==> src/rtl/arcade_input_pkg.sv <==
// rtl/arcade_input_pkg.sv - shared scancodes, key indices and coin FSM states for arcade input conditioning
package arcade_input_pkg;

    localparam logic [7:0] SC_RIGHT  = 8'h74;
    localparam logic [7:0] SC_LEFT   = 8'h6B;
    localparam logic [7:0] SC_DOWN   = 8'h72;
    localparam logic [7:0] SC_UP     = 8'h75;
    localparam logic [7:0] SC_SPACE  = 8'h29;
    localparam logic [7:0] SC_LCTRL  = 8'h14;
    localparam logic [7:0] SC_D      = 8'h23;
    localparam logic [7:0] SC_A      = 8'h1C;
    localparam logic [7:0] SC_S      = 8'h1B;
    localparam logic [7:0] SC_W      = 8'h1D;
    localparam logic [7:0] SC_LSHIFT = 8'h12;
    localparam logic [7:0] SC_F1     = 8'h05;
    localparam logic [7:0] SC_1      = 8'h16;
    localparam logic [7:0] SC_F2     = 8'h06;
    localparam logic [7:0] SC_2      = 8'h1E;
    localparam logic [7:0] SC_5      = 8'h2E;
    localparam logic [7:0] SC_6      = 8'h36;

    localparam int CTRL_RIGHT = 0;
    localparam int CTRL_LEFT  = 1;
    localparam int CTRL_DOWN  = 2;
    localparam int CTRL_UP    = 3;
    localparam int CTRL_FIRE  = 4;
    localparam int CTRL_W     = 5;

    typedef enum logic [4:0] {
        K_P1_RIGHT, K_P1_LEFT, K_P1_DOWN, K_P1_UP, K_P1_SPACE, K_P1_CTRL,
        K_P2_D, K_P2_A, K_P2_S, K_P2_W, K_P2_LSHIFT,
        K_F1, K_ONE, K_F2, K_TWO, K_FIVE, K_SIX
    } key_idx_e;

    localparam int NUM_KEYS = 17;

    typedef enum logic [1:0] {IDLE, PULSE, GAP, WAIT_REL} coin_state_t;

    // Arrow keys arrive with or without the E0 prefix; everything else must be a plain code.
    function automatic logic [NUM_KEYS-1:0] key_decode(input logic [7:0] code, input logic ext);
        logic [NUM_KEYS-1:0] hit;
        hit = '0;
        case (code)
            SC_RIGHT:  hit[K_P1_RIGHT]  = 1'b1;
            SC_LEFT:   hit[K_P1_LEFT]   = 1'b1;
            SC_DOWN:   hit[K_P1_DOWN]   = 1'b1;
            SC_UP:     hit[K_P1_UP]     = 1'b1;
            SC_SPACE:  hit[K_P1_SPACE]  = ~ext;
            SC_LCTRL:  hit[K_P1_CTRL]   = ~ext;
            SC_D:      hit[K_P2_D]      = ~ext;
            SC_A:      hit[K_P2_A]      = ~ext;
            SC_S:      hit[K_P2_S]      = ~ext;
            SC_W:      hit[K_P2_W]      = ~ext;
            SC_LSHIFT: hit[K_P2_LSHIFT] = ~ext;
            SC_F1:     hit[K_F1]        = ~ext;
            SC_1:      hit[K_ONE]       = ~ext;
            SC_F2:     hit[K_F2]        = ~ext;
            SC_2:      hit[K_TWO]       = ~ext;
            SC_5:      hit[K_FIVE]      = ~ext;
            SC_6:      hit[K_SIX]       = ~ext;
            default:   hit = '0;
        endcase
        return hit;
    endfunction

endpackage

==> src/rtl/coin_pulse_gen.sv <==
// rtl/coin_pulse_gen.sv - shapes a raw coin level into one fixed-width pulse followed by a lockout gap
module coin_pulse_gen #(
    parameter int unsigned COIN_PULSE_CYC = 4800000,
    parameter int unsigned COIN_GAP_CYC   = 2400000
) (
    input  logic clk_sys,
    input  logic reset_n,
    input  logic coin_raw,
    output logic coin1,
    output logic coin_busy
);
    import arcade_input_pkg::*;

    localparam int unsigned MAX_CYC = (COIN_PULSE_CYC > COIN_GAP_CYC) ? COIN_PULSE_CYC : COIN_GAP_CYC;
    localparam int CNT_W = (MAX_CYC > 1) ? $clog2(MAX_CYC) : 1;
    localparam logic [CNT_W-1:0] PULSE_LAST = CNT_W'(COIN_PULSE_CYC - 1);
    localparam logic [CNT_W-1:0] GAP_LAST   = CNT_W'(COIN_GAP_CYC - 1);

    coin_state_t      state_q, state_d;
    logic [CNT_W-1:0] cnt_q, cnt_d;
    logic             raw_q, prev_q, rise;
    logic             coin1_q, busy_q;

    assign rise = raw_q & ~prev_q;

    always_comb begin
        state_d = state_q;
        cnt_d   = cnt_q;
        case (state_q)
            IDLE: begin
                if (rise) begin
                    state_d = PULSE;
                    cnt_d   = '0;
                end
            end
            PULSE: begin
                if (cnt_q == PULSE_LAST) begin
                    state_d = GAP;
                    cnt_d   = '0;
                end else begin
                    cnt_d = cnt_q + CNT_W'(1);
                end
            end
            GAP: begin
                if (cnt_q == GAP_LAST) begin
                    state_d = raw_q ? WAIT_REL : IDLE;
                    cnt_d   = '0;
                end else begin
                    cnt_d = cnt_q + CNT_W'(1);
                end
            end
            WAIT_REL: begin
                if (!raw_q) state_d = IDLE;
            end
            default: state_d = IDLE;
        endcase
    end

    // The edge detector tracks the input through reset so a coin held across reset needs a fresh rise.
    always_ff @(posedge clk_sys) begin
        if (!reset_n) begin
            raw_q   <= coin_raw;
            prev_q  <= coin_raw;
            state_q <= IDLE;
            cnt_q   <= '0;
            coin1_q <= 1'b0;
            busy_q  <= 1'b0;
        end else begin
            raw_q   <= coin_raw;
            prev_q  <= raw_q;
            state_q <= state_d;
            cnt_q   <= cnt_d;
            coin1_q <= (state_d == PULSE);
            busy_q  <= (state_d != IDLE);
        end
    end

    assign coin1     = coin1_q;
    assign coin_busy = busy_q;

endmodule

==> src/rtl/arcade_input_ctrl.sv <==
// rtl/arcade_input_ctrl.sv - ps2 key decode merged with joysticks into registered game-core controls
module arcade_input_ctrl #(
    parameter int unsigned COIN_PULSE_CYC = 4800000,
    parameter int unsigned COIN_GAP_CYC   = 2400000
) (
    input  logic        clk_sys,
    input  logic        reset_n,
    input  logic [10:0] ps2_key,
    input  logic [15:0] joystick_0,
    input  logic [15:0] joystick_1,
    output logic [4:0]  p1_ctrl,
    output logic [4:0]  p2_ctrl,
    output logic        start1,
    output logic        start2,
    output logic        coin1,
    output logic        coin_busy
);
    import arcade_input_pkg::*;

    logic                old_toggle_q;
    logic                evt;
    logic [NUM_KEYS-1:0] key_hit;
    logic [NUM_KEYS-1:0] keys_q, keys_d;
    logic [CTRL_W-1:0]   p1_key, p2_key;
    logic [CTRL_W-1:0]   p1_q, p1_d, p2_q, p2_d;
    logic                start1_q, start1_d, start2_q, start2_d;
    logic                coin_raw;
    logic                unused_joy;

    assign unused_joy = ^{joystick_0[15:8], joystick_1[15:8], joystick_1[6]};

    always_comb begin
        evt     = ps2_key[10] ^ old_toggle_q;
        key_hit = key_decode(ps2_key[7:0], ps2_key[8]);
        keys_d  = keys_q;
        if (evt) keys_d = (keys_q & ~key_hit) | (key_hit & {NUM_KEYS{ps2_key[9]}});
    end

    always_comb begin
        p1_key = '0;
        p2_key = '0;
        p1_key[CTRL_RIGHT] = keys_q[K_P1_RIGHT];
        p1_key[CTRL_LEFT]  = keys_q[K_P1_LEFT];
        p1_key[CTRL_DOWN]  = keys_q[K_P1_DOWN];
        p1_key[CTRL_UP]    = keys_q[K_P1_UP];
        p1_key[CTRL_FIRE]  = keys_q[K_P1_SPACE] | keys_q[K_P1_CTRL];
        p2_key[CTRL_RIGHT] = keys_q[K_P2_D];
        p2_key[CTRL_LEFT]  = keys_q[K_P2_A];
        p2_key[CTRL_DOWN]  = keys_q[K_P2_S];
        p2_key[CTRL_UP]    = keys_q[K_P2_W];
        p2_key[CTRL_FIRE]  = keys_q[K_P2_LSHIFT];
        p1_d     = p1_key | joystick_0[4:0];
        p2_d     = p2_key | joystick_1[4:0];
        start1_d = keys_q[K_F1] | keys_q[K_ONE] | joystick_0[5];
        start2_d = keys_q[K_F2] | keys_q[K_TWO] | joystick_0[6] | joystick_1[5];
        coin_raw = keys_q[K_FIVE] | keys_q[K_SIX] | joystick_0[7] | joystick_1[7];
    end

    // Capturing the toggle bit during reset keeps a stale toggle from looking like an event.
    always_ff @(posedge clk_sys) begin
        if (!reset_n) begin
            old_toggle_q <= ps2_key[10];
            keys_q       <= '0;
            p1_q         <= '0;
            p2_q         <= '0;
            start1_q     <= 1'b0;
            start2_q     <= 1'b0;
        end else begin
            old_toggle_q <= ps2_key[10];
            keys_q       <= keys_d;
            p1_q         <= p1_d;
            p2_q         <= p2_d;
            start1_q     <= start1_d;
            start2_q     <= start2_d;
        end
    end

    assign p1_ctrl = p1_q;
    assign p2_ctrl = p2_q;
    assign start1  = start1_q;
    assign start2  = start2_q;

    coin_pulse_gen #(
        .COIN_PULSE_CYC (COIN_PULSE_CYC),
        .COIN_GAP_CYC   (COIN_GAP_CYC)
    ) u_coin (
        .clk_sys   (clk_sys),
        .reset_n   (reset_n),
        .coin_raw  (coin_raw),
        .coin1     (coin1),
        .coin_busy (coin_busy)
    );

endmodule

==> config.mk <==
export PLATFORM = sky130hd
export DESIGN_NAME = arcade_input_ctrl
export DESIGN_NICKNAME = d
export VERILOG_FILES = /design/src/rtl/arcade_input_pkg.sv /design/src/rtl/coin_pulse_gen.sv /design/src/rtl/arcade_input_ctrl.sv
export SDC_FILE = /design/constraint.sdc
export NUM_CORES = 1
export LEC_CHECK = 0
export ABC_AREA = 1
export CORE_MARGIN = 1
export CORE_UTILIZATION = 49
export CTS_BUF_LIST = sky130_fd_sc_hd__clkbuf_2 sky130_fd_sc_hd__clkbuf_4 sky130_fd_sc_hd__clkbuf_8
export DETAILED_ROUTE_END_ITERATION = 8
export GPL_TIMING_DRIVEN = 0
export PLACE_DENSITY = 0.79
export SYNTH_ARGS = -nofsm -noshare
export SYNTH_HDL_FRONTEND = slang
export SYNTH_HIERARCHICAL = 1
export SYNTH_SLANG_ARGS = --single-unit
==> constraint.sdc <==
create_clock -name clk_sys -period 1.49 [get_ports clk_sys]
set_input_delay 0.298 -clock clk_sys [delete_from_list [all_inputs] [get_ports clk_sys]]
set_output_delay 0.298 -clock clk_sys [all_outputs]
set_load 0.005 [all_outputs]
== Word-level counts from Yosys, hierarchy flattened ==
Index checks and enable logic that the tools add are counted.

* Logic and storage cells: 88
* Register bits after elaboration: 59
* Output and inout port bits: 14
* Bits of input ports: 45

* Mux-type cells: 28
* Bitwise logic cells: 19
* Reduce and logical (&&, ||, !) cells: 4
* Equality and inequality tests: 24
* Add/sub/neg operators: 1

{| class="wikitable"
|+ Operators with widths
! kind !! count
|-
| 23-bit 2-to-1 mux || 3
|-
| 23-bit one-hot mux with 3 select lines || 1
|-
| 8-bit by 5-bit equality test with 1-bit output, second input constant || 7
|-
| 17-bit bitwise AND || 2
|-
| 8-bit by 6-bit equality test with 1-bit output, second input constant || 4
|-
| 8-bit by 7-bit equality test with 1-bit output, second input constant || 4
|-
| 23-bit by 1-bit adder with 23-bit output, second input constant || 1
|-
| 23-bit by 22-bit equality test with 1-bit output, second input constant || 1
|-
| 23-bit equality test, second input constant || 1
|-
| 1-bit 2-to-1 mux || 18
|-
| 17-bit inverter || 1
|-
| 17-bit bitwise OR || 1
|-
| 8-bit by 3-bit equality test with 1-bit output, second input constant || 2
|-
| 2-bit 2-to-1 mux || 5
|-
| 5-bit bitwise OR || 2
|-
| 1-bit bitwise OR || 9
|-
| 2-bit one-hot mux with 4 select lines || 1
|-
| 2-bit by 1-bit equality test with 1-bit output, second input constant || 2
|-
| 2-bit equality test, second input constant || 2
|-
| 3-bit nonzero test || 1
|-
| 2-bit zero test || 1
|-
| 2-bit by 1-bit != test with 1-bit output, second input constant || 1
|-
| 1-bit inverter || 2
|-
| 2-bit AND reduction || 1
|-
| other kinds (3) || 3
|}

== Logic depth before layout (Yosys ltp) ==
Gate-level depths: netlist (run 1).

* Depth in word-level cells: 5
* Gate-level depth with buffers: 13
* Depth with buffers taken out: 13

== Hierarchy ==
The synthesis (run 1) kept the hierarchy.

{| class="wikitable"
|+ Modules (own cells, without submodules)
! module !! area each (µm²) !! cells each !! seq. area each (µm²) !! times used
|-
| coin_pulse_gen || 1,799.2 || 261 || 580.6 || 1
|-
| arcade_input_ctrl || 1,350.0 || 208 || 600.6 || 1
|}

== Least setup slack after synthesis (run 1) ==
No wires, ideal clock.

* Kind: register to register
* Start: register u_coin.state_q[0]
* End: register u_coin.cnt_q[20]
* Data required time: 1,379 ps
* Period minus slack after synthesis: 1,604 ps
* Path buffers: 0
* Library setup time: 111 ps
* Path slack: -114 ps
* Data arrival time: 1,493 ps
* Stages on the path, launching flop included: 10
* Path through: dfxtp_1 inv_1 ha_1 o21ai_2 nand2_2 nor3_4 nand4_1 or2_1 nand2_1 nor2_2

* Longest elaborated chain between the ends: 3
* Elaborated cells between the ends (all ways): 7
* Classes of those cells: eq/ne: 3; mux: 1; reduce/logical: 3

{| class="wikitable"
|+ Ends and longest elaborated chain
! item !! RTL line !! source
|-
| start, declared || coin_pulse_gen.sv:19 || <nowiki>coin_state_t state_q, state_d;</nowiki>
|-
| start signal, assigned || coin_pulse_gen.sv:71 || <nowiki>state_q <= state_d;</nowiki>
|-
| 2-bit by 1-bit equality test with 1-bit output, or another cell as far along || coin_pulse_gen.sv:29 || <nowiki>case (state_q)</nowiki>
|-
| 3-bit nonzero test (no source line) or 2-bit by 1-bit != test with 1-bit output (tied branches) || n/a ||
|-
| 2-bit AND reduction (no source line) || n/a ||
|-
| end signal, assigned || coin_pulse_gen.sv:72 || <nowiki>cnt_q <= cnt_d;</nowiki>
|-
| end, declared || coin_pulse_gen.sv:20 || <nowiki>logic [CNT_W-1:0] cnt_q, cnt_d;</nowiki>
|}

Parallel ways exist; a longest one is shown, timed or not.
A chain may end at the register's enable or synchronous reset.

== Worst setup path after layout (run 1) ==
* Start: register u_coin.cnt_q[1]
* End: register u_coin.cnt_q[7]

* Longest elaborated chain between the ends: 3
* Elaborated cells between the ends (all ways): 6
* Classes of those cells: add/sub: 1; eq/ne: 2; mux: 3

{| class="wikitable"
|+ Ends and longest elaborated chain
! item !! RTL line
|-
| 23-bit by 1-bit adder with 23-bit output, or another cell as far along || coin_pulse_gen.sv:41, coin_pulse_gen.sv:49
|-
| 23-bit 2-to-1 mux, on equally long branches || coin_pulse_gen.sv:45, coin_pulse_gen.sv:37
|-
| 23-bit one-hot mux with 3 select lines * || coin_pulse_gen.sv:29
|}

Mark *: on every way between the ends. The rest lies on a longest branch, timed or not.

==> flow_summary_export.csv, run 1 <==
group,metric,value,unit
run_status,status,"finished with violations",
run_status,violations,"negative setup slack",
timing,max_freq,544,MHz
global_route,grt_overflow,0,
global_route,antenna_found_initial,0,
yosys,synthAdderAreaFrac,2.38,%
cts,htree_levels,3,
detailed_routing,wl,8320,um
yosys,synth_area,3150,um2
cts,path_clk_slew,0.06,ns
final_layout,syn2layout_area_growth,33.7,%
critical_path,path_buf_inv,2,
cts,insertion_delay,0.34,ns
cts,numCtsBuffers,9,
detailed_routing,ant_nets,0,
timing,holdWs,0.237,ns
timing,skew,0.00905,ns
floorplan,die_w,82.2,um
timing,hold_viol,0,
timing,fin_crit,1.84,ns
detailed_routing,drt_first_pass_iters,5,
detailed_routing,drc,0,
final_layout,finish.net_count,588,
yosys,synth_top_family_by_area,"simple AND/OR/NAND/NOR gates",
critical_path,critPathRequiredTime,1.71,ns
detailed_routing,num_vias,3216,
global_route,grt_pass1_wl,13200,um
timing,maxSlewViolCount,0,
critical_path,crit_chain,"ha_4 -> nand2_4 -> nor2_4 -> nand2_2 -> nor2_4 -> nand3_2 -> nand2_2 -> nand2_2 -> nand2_4 -> nand2_4 -> nand2_8 -> buf_12 -> buf_12 -> nor3_2",
cts,clock_sinks,59,
yosys,synth_nets,520,
timing,worst_pin_slew,0.513,ns
power_and_ir_drop,powerDensity,892,nW/um2
yosys,synth_compound_gate_area_share,6.87,%
placed_design,io_buffers,40,
floorplan,row_count,28,
yosys,synthSimpleGateAreaFrac,43.3,%
yosys,yosys_warnings,6,
timing,grt_setup_unrepaired,"true",
final_layout,diodes,0,
yosys,synth-xor-area-share,0.556,%
critical_path,crit_path_start_kind,"register",
floorplan,start_util,52.0,%
critical_path,worst_path_max_delay_cell,"dfxtp_2",
global_route,grt_max_degree,11,
placed_design,placed_cell_area,3680,um2
yosys,yosysSeqAreaShare,37.5,%
global_route,grt.total_usage,26.2,%
final_layout,stdcell_area,4210,um2
floorplan,die_h,82.2,um
cts,clockRootBuffer,"clkbuf_8",
cts,hold_buffers,0,
floorplan,ios,59,
detailed_routing,dr.first_iter.drc_count,207,
yosys,synthMuxAreaShare,0,%
min_path,hold_path_depth,3,
placed_design,globalplace.congestion,0.896,
cts,cts_tree,"done",
yosys,synth-seq-cells,59,
yosys,synthDistinctLibCells,33,
timing,fin_ws,-0.348,ns
critical_path,cp_slowest_stage_delay,0.35,ns
yosys,syn_inst,469,
global_route,grt_pass1_vias,2911,
flow_run,drv_cap,0,
critical_path,end_kind,"register",
critical_path,crit_family,"simple AND/OR/NAND/NOR gates",
critical_path,cp.arrival,2.06,ns
critical_path,crit_type,"reg2reg",
critical_path,worstPathMaxFanout,6,
timing,setup_viol,27,
critical_path,crit_cells,14,
placed_design,hpwl,5580,um
cts,cts_buffer_depth,2,
timing,relSlewSlack,65.8,%
power_and_ir_drop,ir_drop,0.589,mV
final_layout,layout-drive-gt1-share,21.5,%
min_path,min_path_type,"in2reg",
yosys,syn_avg_cell_area,6.71,um2
final_layout,final_core_util,69.5,%
detailed_routing,avgViaCountPerCell,5.23,
timing,min_period_over_period,123,%
floorplan,die_area,6750,um2
power_and_ir_drop,p_leak,1.83,nW
critical_path,r2r_slack,-0.35,ns
floorplan,coreArea,6060,um2
critical_path,reg2reg_depth,14,
detailed_routing,wl_per_cell,13.5,um
-- worst paths after layout --
| kind | startpoint | end |
|---|---|---|
| setup / recovery | u_coin/cnt_q[1]$_SDFFE_PN0P_ | u_coin/cnt_q[7]$_SDFFE_PN0P_ |
| hold / removal | reset_n | u_coin/cnt_q[4]$_SDFFE_PN0P_ |
| setup reg to reg | u_coin/cnt_q[1]$_SDFFE_PN0P_ | u_coin/cnt_q[7]$_SDFFE_PN0P_ |
| hold reg to reg | register | p1_ctrl[1]$_SDFF_PN0_ |
-- cells in the mapped netlist --
library cell / instances / area share (%)
buf_2: 1 / 0.16
nand2_8: 1 / 0.64
xor2_1: 2 / 0.56
nor3_1: 19 / 3.0
clkbuf_1: 2 / 0.24
buf_12: 1 / 0.64
nand4_1: 5 / 0.99
buf_1: 1 / 0.12
nand2_4: 3 / 1.1
nand3_2: 2 / 0.64
nor3_4: 1 / 0.52
nand2_1: 93 / 11
o21ai_2: 1 / 0.28
buf_6: 3 / 1.1
or2_2: 2 / 0.40
ha_1: 6 / 2.4
nand3_1: 43 / 6.8
nor2_4: 4 / 1.4
nor2_1: 98 / 12
a21o_1: 1 / 0.24
clkinv_1: 1 / 0.12
nor4_1: 3 / 0.60
or2_1: 1 / 0.20
nor2_2: 12 / 2.4
o21bai_1: 2 / 0.48
clkinv_2: 1 / 0.16
dfxtp_1: 59 / 38
inv_1: 52 / 6.2
nand2_2: 9 / 1.8
a21oi_1: 20 / 3.2
o21ai_0: 10 / 1.6
a21oi_2: 4 / 1.1
inv_2: 6 / 0.72
-- where the power goes --
| group | internal (mW) | switching, mW |
|---|---|---|
| Sequential | 1.62 | 0.0217 |
| Clock | 0.888 | 0.619 |
| Combinational | 0.293 | 0.313 |
-- layout make-up --
class                      instances  area [um2]
fill                             502        1850
multi-input combinational        342        1830
sequential                        59        1190
timing repair buffer              57         592
inverter                          60         233
clock buffer                      12         165
tap                               75        93.8
buffer                             8        71.3
clock inverter                     2        35.0
-- routing by layer --
metal | GRT usage (%) | vias to the layer above | share of wire (%)
met5 | 0 | - | 0
met4 | 12.6 | 0 | 2.7
met3 | 5.27 | 25 | 6.4
met2 | 42.0 | 116 | 47
met1 | 33.4 | 1466 | 44
li1 | - | 1609 | -
-- layout by cell type (no fill, tap or decap), types with 7 or more instances in the layout --
cell type and count:
a21oi_1 19, buf_4 11, clkbuf_8 12, clkdlybuf4s50_1 34, dfxtp_1 50, dfxtp_2 8, inv_1 48, inv_2 8
nand2_1 87, nand2_2 12, nand3_1 40, nor2_1 97, nor2_2 9, nor2_4 8, nor3_1 12, nor3_2 7
o21ai_0 10
-- logic make-up (layout without fill, tap and decap cells) --
logic type / Yosys count / in the layout
adder cells (fa/ha/maj): 6 / 6
AO/OA/AOI/OAI: 38 / 38
AND/OR/NAND/NOR: 296 / 296
XOR/XNOR: 2 / 2
buffers and inverters: 68 / 139
flip-flops: 59 / 59
-- worst register-to-register path, cell delays in order (launching register included) --
cell     delay (ns)
dfxtp_2        0.35
ha_4           0.15
nand2_4        0.05
nor2_4         0.14
nand2_2        0.10
nor2_4         0.11
nand3_2        0.12
nand2_2        0.10
nand2_2        0.07
nand2_4        0.08
nand2_4        0.08
nand2_8        0.10
buf_12         0.12
buf_12         0.12
nor3_2         0.04
-- timing repair --
item,4_1_cts,5_1_grt
pin swaps,12,15
buffers inserted,11,7
setup endpoints to repair,27,34
gates cloned,1,0
resized for setup,13,35
-- metrics by stage --
step	TNS, ns	power, mW	setup WS [ns]	cells
2_1_floorplan	-0.898	1.95	-0.0926	469
3_3_place_gp	-9.63	2.14	-0.401	584
3_5_place_dp	-10.33	2.15	-0.414	584
4_1_cts	-5.98	3.75	-0.290	610
5_1_grt	-8.98	3.90	-0.420	615
6_report	-7.02	3.76	-0.348	615
No activity file was read; power rests on OpenSTA's default activity.
==> inputs of run 2 (changes only) <==
Settings changed: CORE_ASPECT_RATIO set to 1.2, CORE_MARGIN 1 to 2, CTS_BUF_LIST sky130_fd_sc_hd__clkbuf_2 sky130_fd_sc_hd__clkbuf_4 sky130_fd_sc_hd__clkbuf_8 to sky130_fd_sc_hd__clkbuf_4.
==> run 2 against run 1 <==
  * The flow still finishes with violations (negative setup slack)
  * Largest cell class unchanged
  * Wire length shrank 2.2%
  * Clock power is essentially flat
  * Non-clock buffer count grew 6
==> flow_summary_export.csv, run 2 (synthesized netlist as in run 1, its figures left out) <==
group,metric,value,unit
run_status,status,"finished with violations",
run_status,violations,"negative setup slack",
power_and_ir_drop,p_leak,1.80,nW
detailed_routing,drc,0,
timing,worst_pin_slew,0.551,ns
global_route,antenna_found_initial,0,
floorplan,row_count,32,
global_route,grt.total_usage,24.2,%
critical_path,crit_type,"reg2reg",
global_route,grt_pass1_wl,13600,um
power_and_ir_drop,total_power,3.75,mW
power_and_ir_drop,powerDensity,900,nW/um2
final_layout,diodes,0,
placed_design,placed_cell_area,3690,um2
final_layout,layout-drive-gt1-share,22.4,%
floorplan,die_area,7090,um2
timing,fin_ws,-0.307,ns
final_layout,final_cell_mix,"nor2_1 (98), nand2_1 (85), inv_1 (48)",
detailed_routing,dr.first_iter.drc_count,253,
detailed_routing,wl,8140,um
timing,grt_setup_unrepaired,"true",
cts,htree_levels,3,
critical_path,crit_path_start_kind,"register",
final_layout,fillers,557,
timing,hold_viol,0,
timing,fin_crit,1.80,ns
detailed_routing,num_vias,3252,
detailed_routing,ant_nets,0,
critical_path,end_kind,"register",
floorplan,ios,59,
floorplan,die_w,77.2,um
final_layout,ff_latch_area,1200,um2
detailed_routing,avgViaCountPerCell,5.14,
placed_design,globalplace.congestion,0.959,
min_path,min_path_type,"in2reg",
final_layout,stdcell_area,4170,um2
power_and_ir_drop,ir_drop,0.597,mV
cts,clockRootBuffer,"clkbuf_4",
placed_design,dp_worst_setup_slack,-0.379,ns
global_route,grt_pass1_vias,3108,
cts,numCtsBuffers,9,
placed_design,io_buffers,40,
cts,insertion_delay,0.41,ns
cts,cts_tree,"done",
cts,clock_sinks,59,
cts,path_clk_slew,0.10,ns
timing,maxSlewViolCount,0,
final_layout,finish.net_count,594,
floorplan,coreArea,6330,um2
flow_run,drv_cap,0,
timing,relSlewSlack,63.2,%
global_route,grt_overflow,0,
final_layout,syn2layout_area_growth,32.5,%
final_layout,multi_input_area,1780,um2
placed_design,hpwl,5500,um
detailed_routing,wl_per_cell,12.9,um
critical_path,worstPathMaxFanout,5,
critical_path,critPathRequiredTime,1.79,ns
final_layout,final_common_cell,"nor2_1",
floorplan,die_h,91.8,um
timing,min_period_over_period,121,%
floorplan,start_util,49.8,%
global_route,grt_max_degree,12,
cts,cts_buffer_depth,2,
detailed_routing,drt_first_pass_iters,5,
timing,setup_viol,27,
critical_path,cp.arrival,2.10,ns
timing,skew,0.0137,ns
timing,max_freq,556,MHz
## run 2: path summary, 6_finish.rpt
| check | endpoint | cells after the start | start | slack, ns |
|---|---|---|---|---|
| setup / recovery | u_coin/cnt_q[2]$_SDFFE_PN0P_ | 14 | u_coin/cnt_q[0]$_SDFFE_PN0P_ | -0.31 |
| hold / removal | u_coin/cnt_q[4]$_SDFFE_PN0P_ | 3 | reset_n | 0.15 |
| setup reg to reg | u_coin/cnt_q[2]$_SDFFE_PN0P_ | 14 | u_coin/cnt_q[0]$_SDFFE_PN0P_ | -0.31 |
| hold reg to reg | p1_ctrl[1]$_SDFF_PN0_ | 2 | register | 0.49 |
## run 2: cell type report
cell class / count / area share, %
timing repair buffer: 63 / 14.1
multi-input combinational: 342 / 42.7
inverter: 60 / 5.64
tap: 85 / 2.55
clock inverter: 6 / 2.73
buffer: 8 / 1.68
sequential: 59 / 28.9
clock buffer: 10 / 1.80
## run 2: power by group
group | internal, mW | switching, mW | leakage [nW]
clock | 0.870 | 0.642 | 0.0928
combinational | 0.297 | 0.302 | 1.22
sequential | 1.62 | 0.0251 | 0.488
## run 2: worst max-delay path, cell delays in order (launching register included)
cell	delay (ns)
dfxtp_2	0.36
ha_4	0.15
nand2_4	0.05
nor2_4	0.13
nand2_2	0.09
nor2_4	0.12
nand3_2	0.11
nand2_2	0.09
nand2_2	0.06
nand2_2	0.09
nand2_4	0.08
nand2_8	0.08
buf_12	0.12
buf_12	0.11
nor2_2	0.04
## run 2: timing repair
action,4_1_cts,5_1_grt
buffers inserted,19,6
pin swaps,16,9
cloned,1,0
hold buffers,0,0
endpoints found under the setup margin,41,27
resized for setup,34,19
## run 2: metal layers
layer | wire, um | GRT usage [%]
met1 | 3110 | 25.2
met3 | 464 | 4.04
met5 | 0 | 0
met4 | 291 | 13.5
met2 | 4280 | 45.1
## run 2: through the flow
stage | setup TNS (ns) | hold slack, ns | utilization [%] | std cells
after global placement | -8.56 | 0.447 | 58.3 | 594
final | -6.16 | 0.147 | 65.9 | 633
after global routing | -8.17 | 0.132 | 65.9 | 633
after detailed placement | -9.55 | 0.458 | 58.3 | 594
after CTS | -5.15 | 0.148 | 65.1 | 629
after floorplan | -0.898 | 0.326 | - | 469
==> inputs of run 3 (changes only) <==
Settings changed: CORE_UTILIZATION 49 to 54, PLACE_DENSITY 0.79 to 0.82.
Clock period 1.49 ns to 1.8 ns, I/O delays scaled along.
==> run 3 against run 2 <==
  * The run still ends with negative setup slack left
  * Non-clock buffer count decreased by 7
  * Final cell count decreased by 4.4%
  * Final area decreased by 4.1%
  * Total power decreased by 30%
  * Via count decreased by 1.8%
  * Worst hold slack improved by 0.064 ns
  * Sequential share of layout area increased by 1.1 points
  * Wire length decreased by 1.7%
  * Critical path type unchanged
==> flow_summary_export.csv, run 3 (synthesized netlist as in run 1, its figures left out) <==
group,metric,value,unit
detailed_routing,wl_per_cell,13.2,um
timing,setup_viol,19,
critical_path,cp.arrival,2.16,ns
timing,skew,0.0152,ns
final_layout,final_common_cell,"nor2_1",
detailed_routing,avgViaCountPerCell,5.28,
floorplan,die_area,6460,um2
critical_path,critPathRequiredTime,2.11,ns
placed_design,io_buffers,40,
critical_path,worst_path_max_delay_cell,"dfxtp_4",
placed_design,dp.cells,573,
global_route,grt_max_degree,12,
timing,maxSlewViolCount,0,
critical_path,reg2reg_to,"u_coin/cnt_q[0]$_SDFFE_PN0P_",
power_and_ir_drop,ir_drop,0.404,mV
timing,fin_crit,1.85,ns
final_layout,final_cell_mix,"nor2_1 (97), nand2_1 (89), dfxtp_1 (53)",
run_status,status,"finished with violations",
placed_design,globalplace.congestion,1.01,
detailed_routing,ant_nets,0,
critical_path,crit_top_cell,"nand2_2",
min_path,min_to,"u_coin/cnt_q[4]$_SDFFE_PN0P_",
final_layout,layout-drive-gt1-share,18.5,%
cts,htree_levels,3,
min_path,hold_path_depth,3,
floorplan,die_h,87.7,um
critical_path,crit_chain,"ha_4 -> nand2_4 -> nor2_4 -> nand2_2 -> nor2_4 -> nand3_2 -> nand2_2 -> nand2_2 -> nand2_2 -> nand2_4 -> nand2_8 -> clkbuf_16 -> a21oi_2",
global_route,grt_pass1_wl,12800,um
global_route,grt_overflow,0,
timing,grt_setup_unrepaired,"true",
timing,hold_viol,0,
detailed_routing,dr.first_iter.drc_count,240,
floorplan,ios,59,
placed_design,dp_worst_setup_slack,-0.107,ns
floorplan,start_util,55.9,%
critical_path,end_kind,"register",
final_layout,fillers,493,
cts,cts_tree,"done",
final_layout,diodes,0,
run_status,violations,"negative setup slack",
timing,worst_pin_slew,0.547,ns
flow_run,drv_cap,0,
global_route,antenna_found_initial,0,
min_path,min_path_type,"in2reg",
cts,clock_sinks,59,
floorplan,die_w,73.7,um
critical_path,r2r_slack,-0.05,ns
detailed_routing,drc,0,
final_layout,syn2layout_area_growth,27.0,%
global_route,grt_pass1_vias,2968,
placed_design,hpwl,5520,um
critical_path,crit_path_start_kind,"register",
critical_path,crit_type,"reg2reg",
critical_path,worstPathMaxFanout,5,
timing,relSlewSlack,63.5,%
timing,max_freq,540,MHz
power_and_ir_drop,powerDensity,662,nW/um2
timing,min_period_over_period,103,%
cts,clockRootBuffer,"clkbuf_4",
timing,fin_ws,-0.0521,ns
cts,insertion_delay,0.42,ns
cts,path_clk_slew,0.10,ns
timing,holdWs,0.211,ns
final_layout,final-instance-count-excl-fill,605,
cts,numCtsBuffers,9,
cts,hold_buffers,0,
detailed_routing,num_vias,3194,
critical_path,rr_startpoint,"u_coin/cnt_q[1]$_SDFFE_PN0P_",
detailed_routing,drt_first_pass_iters,5,
floorplan,coreArea,5630,um2
detailed_routing,wl,8000,um
power_and_ir_drop,total_power,2.65,mW
min_path,hold_start,"reset_n",
critical_path,reg2reg_depth,13,
cts,cts_buffer_depth,2,
floorplan,row_count,30,
power_and_ir_drop,p_leak,1.67,nW
timing,fin_tns_setup,-0.312,ns
final_layout,finish.net_count,587,
global_route,grt.total_usage,25.2,%
critical_path,cp_slowest_stage_delay,0.38,ns
## run 3: per-layer routing
metal  vias to the layer above  share of wire [%]  global-route usage (%)
met5                         -                  0                       0
met4                         0                3.1                    13.1
met3                        26                4.8                    4.49
met2                       108                 52                    44.0
met1                      1441                 40                    28.9
li1                       1619                  -                       -
## run 3: final cells by class
type	count	area [um2]	area share, %
buffer	8	70.1	1.75
clock buffer	9	67.6	1.69
clock inverter	7	45.0	1.13
inverter	60	226	5.66
multi-input combinational	342	1760	44.0
sequential	59	1200	29.9
tap	64	80.1	2.00
timing repair buffer	56	554	13.9
## run 3: report_power, final
group,internal (mW),switching (mW),leakage [nW]
clock network,0.275,0.534,0.0554
logic,0.235,0.245,1.13
registers,1.34,0.0192,0.484
total,1.85,0.798,1.67
## run 3: worst max-delay path by stage
| stage | startpoint | end | slack [ns] | depth (start not counted) |
|---|---|---|---|---|
| after floorplan | u_coin/state_q[0]$_SDFF_PN0_ | u_coin/cnt_q[20]$_SDFFE_PN0P_ | 0.20 | 9 |
| after global placement | u_coin/state_q[0]$_SDFF_PN0_ | u_coin/cnt_q[20]$_SDFFE_PN0P_ | -0.07 | 9 |
| after detailed placement | u_coin/cnt_q[0]$_SDFFE_PN0P_ | u_coin/cnt_q[16]$_SDFFE_PN0P_ | -0.11 | 13 |
| after CTS | u_coin/state_q[1]$_SDFF_PN0_ | u_coin/cnt_q[12]$_SDFFE_PN0P_ | -0.007 | 11 |
| after global routing | u_coin/cnt_q[1]$_SDFFE_PN0P_ | u_coin/cnt_q[0]$_SDFFE_PN0P_ | -0.08 | 13 |
| final | u_coin/cnt_q[1]$_SDFFE_PN0P_ | u_coin/cnt_q[0]$_SDFFE_PN0P_ | -0.05 | 13 |
## run 3: stage by stage
step	cell area [um2]	utilization, %
finish	4000	71.0
global route	4000	71.0
CTS	3820	67.8
detailed placement	3630	64.5
global placement	3630	64.5
floorplan	3150	-
## run 3: timing repair
item | CTS | global route
gates cloned | 0 | 1
pin swaps | 4 | 13
resized for setup | 10 | 22
endpoints found under the setup margin | 15 | 22
buffers inserted | 4 | 11
## run 3: critical path: cells and delay by family, from the launching register on
family	cells	cell delay, ns
AO/OA/AOI/OAI	1	0.03
adder cells (fa/ha/maj)	1	0.15
buffers and inverters	1	0.16
AND/OR/NAND/NOR	10	1.01
flip-flops	1	0.38
